==> src/rtl/hs_elastic_pipe.sv <==
`timescale 1ns / 1ps
// Elastic FIFO buffer with req/ack handshakes on both faces (4-phase RTZ or 2-phase
// transition), input synchronisers, occupancy reporting and a flush that spares the offered entry.
module hs_elastic_pipe #(
  parameter int unsigned WIDTH       = 16,
  parameter int unsigned DEPTH       = 4,
  parameter int unsigned TWO_PHASE   = 0,
  parameter int unsigned SYNC_STAGES = 2
) (
  input  logic                   clk,
  input  logic                   rst_n,
  input  logic                   in_req,
  output logic                   in_ack,
  input  logic [WIDTH-1:0]       in_data,
  output logic                   out_req,
  input  logic                   out_ack,
  output logic [WIDTH-1:0]       out_data,
  input  logic                   flush,
  output logic [$clog2(DEPTH):0] count,
  output logic                   full,
  output logic                   empty
);

  localparam int unsigned AW = $clog2(DEPTH);
  localparam int unsigned CW = AW + 1;

  typedef enum logic [1:0] {OutIdle, OutWait, OutRtz} out_st_e;

  logic rq_s, ak_s;

  if (SYNC_STAGES == 0) begin : g_no_sync
    assign rq_s = in_req;
    assign ak_s = out_ack;
  end else begin : g_sync
    logic [SYNC_STAGES-1:0] rq_sync_q, rq_sync_d;
    logic [SYNC_STAGES-1:0] ak_sync_q, ak_sync_d;

    always_comb begin
      rq_sync_d = SYNC_STAGES'({rq_sync_q, in_req});
      ak_sync_d = SYNC_STAGES'({ak_sync_q, out_ack});
    end

    always_ff @(posedge clk or negedge rst_n) begin
      if (!rst_n) begin
        rq_sync_q <= '0;
        ak_sync_q <= '0;
      end else begin
        rq_sync_q <= rq_sync_d;
        ak_sync_q <= ak_sync_d;
      end
    end

    assign rq_s = rq_sync_q[SYNC_STAGES-1];
    assign ak_s = ak_sync_q[SYNC_STAGES-1];
  end

  logic             in_ack_q, in_ack_d;
  logic             out_req_q, out_req_d;
  out_st_e          out_st_q, out_st_d;
  logic [WIDTH-1:0] out_data_q, out_data_d;
  logic [AW-1:0]    rd_ptr_q, rd_ptr_d;
  logic [AW-1:0]    wr_ptr_q, wr_ptr_d;
  logic [CW-1:0]    count_q, count_d;
  logic [WIDTH-1:0] mem_q [DEPTH];
  logic [WIDTH-1:0] mem_d [DEPTH];

  logic          push, pop, keep, full_w, empty_w;
  logic [AW-1:0] waddr;

  assign full_w  = (count_q == CW'(DEPTH));
  assign empty_w = (count_q == '0);

  // Input face. In 4-phase mode in_ack_q doubles as the IDLE(0)/HOLD(1) state.
  always_comb begin
    in_ack_d = in_ack_q;
    push     = 1'b0;
    if (TWO_PHASE != 0) begin
      if ((rq_s != in_ack_q) && !full_w) begin
        push     = 1'b1;
        in_ack_d = rq_s;
      end
    end else if (!in_ack_q) begin
      if (rq_s && !full_w) begin
        push     = 1'b1;
        in_ack_d = 1'b1;
      end
    end else if (!rq_s) begin
      in_ack_d = 1'b0;
    end
  end

  // Output face. No new offer is made on a flush edge: the head is being discarded.
  always_comb begin
    out_st_d   = out_st_q;
    out_req_d  = out_req_q;
    out_data_d = out_data_q;
    pop        = 1'b0;
    case (out_st_q)
      OutIdle: begin
        if (!empty_w && !flush && ((TWO_PHASE != 0) || !ak_s)) begin
          out_data_d = mem_q[rd_ptr_q];
          out_req_d  = (TWO_PHASE != 0) ? ~out_req_q : 1'b1;
          out_st_d   = OutWait;
        end
      end
      OutWait: begin
        if (TWO_PHASE != 0) begin
          if (ak_s == out_req_q) begin
            pop      = 1'b1;
            out_st_d = OutIdle;
          end
        end else if (ak_s) begin
          pop       = 1'b1;
          out_req_d = 1'b0;
          out_st_d  = OutRtz;
        end
      end
      OutRtz: begin
        if (!ak_s) out_st_d = OutIdle;
      end
      default: out_st_d = OutIdle;
    endcase
  end

  // A flush keeps only an offered entry that is not leaving this edge; a same-edge
  // capture lands directly behind whatever survives.
  always_comb begin
    keep     = (out_st_q == OutWait) && !pop;
    rd_ptr_d = rd_ptr_q + AW'(pop);
    waddr    = flush ? (rd_ptr_d + AW'(keep)) : wr_ptr_q;
    wr_ptr_d = waddr + AW'(push);
    if (flush) begin
      count_d = CW'(keep) + CW'(push);
    end else begin
      count_d = count_q + CW'(push) - CW'(pop);
    end
    mem_d = mem_q;
    if (push) mem_d[waddr] = in_data;
  end

  always_ff @(posedge clk or negedge rst_n) begin
    if (!rst_n) begin
      in_ack_q   <= 1'b0;
      out_req_q  <= 1'b0;
      out_st_q   <= OutIdle;
      out_data_q <= '0;
      rd_ptr_q   <= '0;
      wr_ptr_q   <= '0;
      count_q    <= '0;
      mem_q      <= '{default: '0};
    end else begin
      in_ack_q   <= in_ack_d;
      out_req_q  <= out_req_d;
      out_st_q   <= out_st_d;
      out_data_q <= out_data_d;
      rd_ptr_q   <= rd_ptr_d;
      wr_ptr_q   <= wr_ptr_d;
      count_q    <= count_d;
      mem_q      <= mem_d;
    end
  end

  assign in_ack   = in_ack_q;
  assign out_req  = out_req_q;
  assign out_data = out_data_q;
  assign count    = count_q;
  assign full     = full_w;
  assign empty    = empty_w;

endmodule

==> config.mk <==
export PLATFORM = sky130hd
export DESIGN_NAME = hs_elastic_pipe
export DESIGN_NICKNAME = d
export VERILOG_FILES = /design/src/rtl/hs_elastic_pipe.sv
export SDC_FILE = /design/constraint.sdc
export NUM_CORES = 1
export LEC_CHECK = 0
export BUFFER_PORTS_ARGS = -buffer_cell sky130_fd_sc_hd__buf_2
export CAP_MARGIN = 20
export CORE_MARGIN = 3
export CORE_UTILIZATION = 35
export DETAILED_ROUTE_END_ITERATION = 10
export GPL_TIMING_DRIVEN = 0
export PLACE_DENSITY_LB_ADDON = 0.05
export SKIP_LAST_GASP = 1
export SLEW_MARGIN = 0
export SYNTH_ARGS = -nofsm -noshare
export SYNTH_HDL_FRONTEND = slang
export SYNTH_SLANG_ARGS = --single-unit
==> constraint.sdc <==
create_clock -name clk -period 3.45 [get_ports clk]
set_input_delay 0.1725 -clock clk [delete_from_list [all_inputs] [get_ports clk]]
set_output_delay 0.1725 -clock clk [all_outputs]
set_load 0.02 [all_outputs]
==> results.sh <==
export IMPL_path_cells="nand2b_1 -> nor2_1 -> ha_1 -> ha_1 -> mux2_2 -> nor3_4 -> buf_6 -> mux2_2"
export IMPL_dp_hpwl_um=5264
export IMPL_async_flop_share=1.000
export IMPL_drc=0
export IMPL_die_w_um=115.4
export IMPL_total_leakage_power_nw=2.293
export IMPL_cts_made_buffers=9
export IMPL_yosys_area_top_type="dfrtp_1"
export IMPL_drive_above_1_share=0.5588
export IMPL_min_period_over_period=0.8528
export IMPL_grt_first_pass_wirelength_um=13210
export IMPL_h_tree_depth=3
export IMPL_start_util=0.3621
export IMPL_track_usage=0.1342
export IMPL_cts_buffer_depth=2
export IMPL_drtPass1Iterations=4
export IMPL_timing_final_max_slew_violations=0
export IMPL_power_density_nw_per_um2=982.0
export IMPL_cts_sinks=95
export IMPL_grt_setup_unrepaired="false"
export IMPL_synth_avg_cell_area_um2=17.16
export IMPL_wl_per_cell_um=17.77
export IMPL_num_vias=2182
export IMPL_cts_setup_buffers=0
export IMPL_finClkSkew_ns=0.007744
export IMPL_ys_types=29
export IMPL_antenna_left=0
export IMPL_grt_max_degree=55
export IMPL_max_stage_delay_ns=0.47
export IMPL_synthTopCellsByArea="dfrtp_1, mux2_2, mux4_2"
export IMPL_ys_seq_elements=95
export IMPL_drt_iter0_markers=62
export IMPL_yosys_warnings=0
export IMPL_coreArea_um2=11560
export IMPL_setup_violations_final=0
export IMPL_path_clk_slew_ns=0.07
export IMPL_dieArea_um2=13310
export IMPL_cts_resized_gates=0
export IMPL_crit_arrival_ns=3.16
export IMPL_synth_edff_count=0
export IMPL_cts_tree="yes"
export IMPL_period_minus_slack_ns=2.942
export IMPL_outcome="complete, no violations"
export IMPL_drv_cap=0
export IMPL_clk_latency_ns=0.34
export IMPL_criticalPathCategory="register to register"
export IMPL_fmax_mhz=339.9
export IMPL_yosysSeqAreaShare=0.5677
export IMPL_final_setup_tns_ns=0
export IMPL_cp_max_fo=10
export IMPL_die_y_um=115.4
export IMPL_port_buffers=42
export IMPL_globalRouteOverflowTotal=0
export IMPL_endpoint_kind="register"
export IMPL_place_congestion=0.6671
export IMPL_synth_area_um2=4188
export IMPL_finalHoldViolCount=0
export IMPL_crit_path_start_kind="register"
export IMPL_postPlaceCellArea_um2=4607
export IMPL_crit_slowest_cell="nor3_4"
export IMPL_antenna_found_initial=0
export IMPL_vdd_drop_max_mv=0.3838
export IMPL_synth_cells=244
export IMPL_hold_path_class="primary input to register"
export IMPL_root_buffer="clkbuf_16"
export IMPL_layout_nets=329
export IMPL_grt_pass1_vias=2350
export IMPL_drt_vias_per_instance=4.860
export IMPL_required_ns=3.67
export IMPL_areaGrowthSynthToFinish_pct=18.46
export IMPL_maxSlewHeadroom=0.5065
export IMPL_final_area_um2=4961
export IMPL_tightest_slew_ns=0.7402
export IMPL_antenna_cells=0
export IMPL_rows=39
export IMPL_syn_nets=272
export IMPL_io_pins=44
export IMPL_synth_top_area_share=0.5677
export IMPL_utilization=0.4290
export IMPL_synth_top_flop_cell="dfrtp_1"
export IMPL_drt_total_wl_um=7980
-- path summary, 6_finish.rpt --
check	to	slack, ns	cells past startpoint	start
max	mem_q[16]	0.51	8	out_st_q[1]
min	mem_q[52]	0.11	2	in_data[4]
max reg2reg	mem_q[16]	0.51	8	out_st_q[1]
min reg2reg	g_sync.rq_sync_q[1]	0.36	0	g_sync.rq_sync_q[0]
max in group asynchronous	mem_q[43]	2.42	3	rst_n
min in group asynchronous	count[1]	0.37	2	rst_n
-- routing by layer --
layer	global-route usage	share of wire	vias to the layer above
met5	0	0	-
met4	0.03991	0.013	0
met3	0.04895	0.040	8
met2	0.2037	0.48	34
met1	0.1811	0.47	1135
li1	-	-	1005
-- worst max-delay path, delay by kind of cell, from the launching register on --
family                   cells  cell delay (ns)
flip-flops                   1             0.38
multiplexers                 2             0.70
AND/OR/NAND/NOR              3             0.89
adder cells (fa/ha/maj)      2             0.60
buffers and inverters        1             0.25
-- power by group --
part | switching (mW) | leakage [nW] | internal, mW | total (mW)
Sequential | 0.267 | 1.15 | 1.65 | 1.92
Clock | 0.412 | 0.156 | 0.655 | 1.07
Combinational | 0.788 | 0.988 | 1.10 | 1.89
Total | 1.47 | 2.29 | 3.40 | 4.87
-- synth_stat cells (2+ instances only) --
cell / instances
dfrtp_1: 95
mux2_2: 63
mux2_4: 20
mux4_2: 16
inv_1: 7
ha_1: 6
buf_6: 5
buf_2: 3
nand2b_1: 3
nor2_1: 3
xnor2_1: 3
clkbuf_1: 2
o21ai_0: 2
-- registers in the layout, indices dropped and copies added, names as in the netlist, 2 cells and up --
signal            cells
mem_q                64
wr_ptr_q              2
g_sync.ak_sync_q      2
g_sync.rq_sync_q      2
out_st_q              2
rd_ptr_q              2
out_data             16
count                 3
-- final cells by class --
class,count,area (um^2)
fillers,1048,6604
flip-flops and latches,95,2377
multi-input cells,131,1702
repair buffers,46,270.3
clock buffers,11,242.7
well taps,143,178.9
plain buffers,11,82.58
clock inverters,5,81.33
inverters,7,26.28
-- timing repair --
action / 4_1_cts / 5_1_grt
hold endpoints to repair: 43 / 0
endpoints found under the setup margin: 0 / 0
hold buffers: 3 / 0
-- through the flow --
| step | cells | hold WS [ns] | setup WS, ns | power (mW) |
|---|---|---|---|---|
| 2_1_floorplan | 244 | -0.1231 | 0.9245 | 3.381 |
| 3_3_place_gp | 429 | 0.2807 | 0.4958 | 3.822 |
| 3_5_place_dp | 430 | 0.2089 | 0.4873 | 3.870 |
| 4_1_cts | 449 | 0.09075 | 0.4683 | 4.968 |
| 5_1_grt | 449 | 0.1005 | 0.3654 | 5.201 |
| 6_report | 449 | 0.1078 | 0.5077 | 4.872 |
-- cells by family (layout without fill, tap and decap cells) --
logic type,after synthesis,after routing,share of synthesized area
muxes,100,100,0.3325
DFF,95,95,0.5677
buffers and inverters,18,80,0.02599
and+or+nand+nor,15,15,0.03167
adders and majority gates,7,7,0.02271
xor gates and xnor gates,5,5,0.01404
AOI/OAI and AO/OA,4,4,0.005378
-- cell usage in the layout, fill, tap and decap left out, drive strengths merged, types with 2 or more instances in the layout --
master,instances
xnor2,3
inv,7
nand2b,3
mux4,16
mux2,83
nor3,2
o21ai,2
ha,6
buf,52
clkbuf,13
clkinv,2
dfrtp,95
nor2,3
bufinv,2
dlygate4sd3,3
Note: power is estimated with default switching activity, not from simulation.
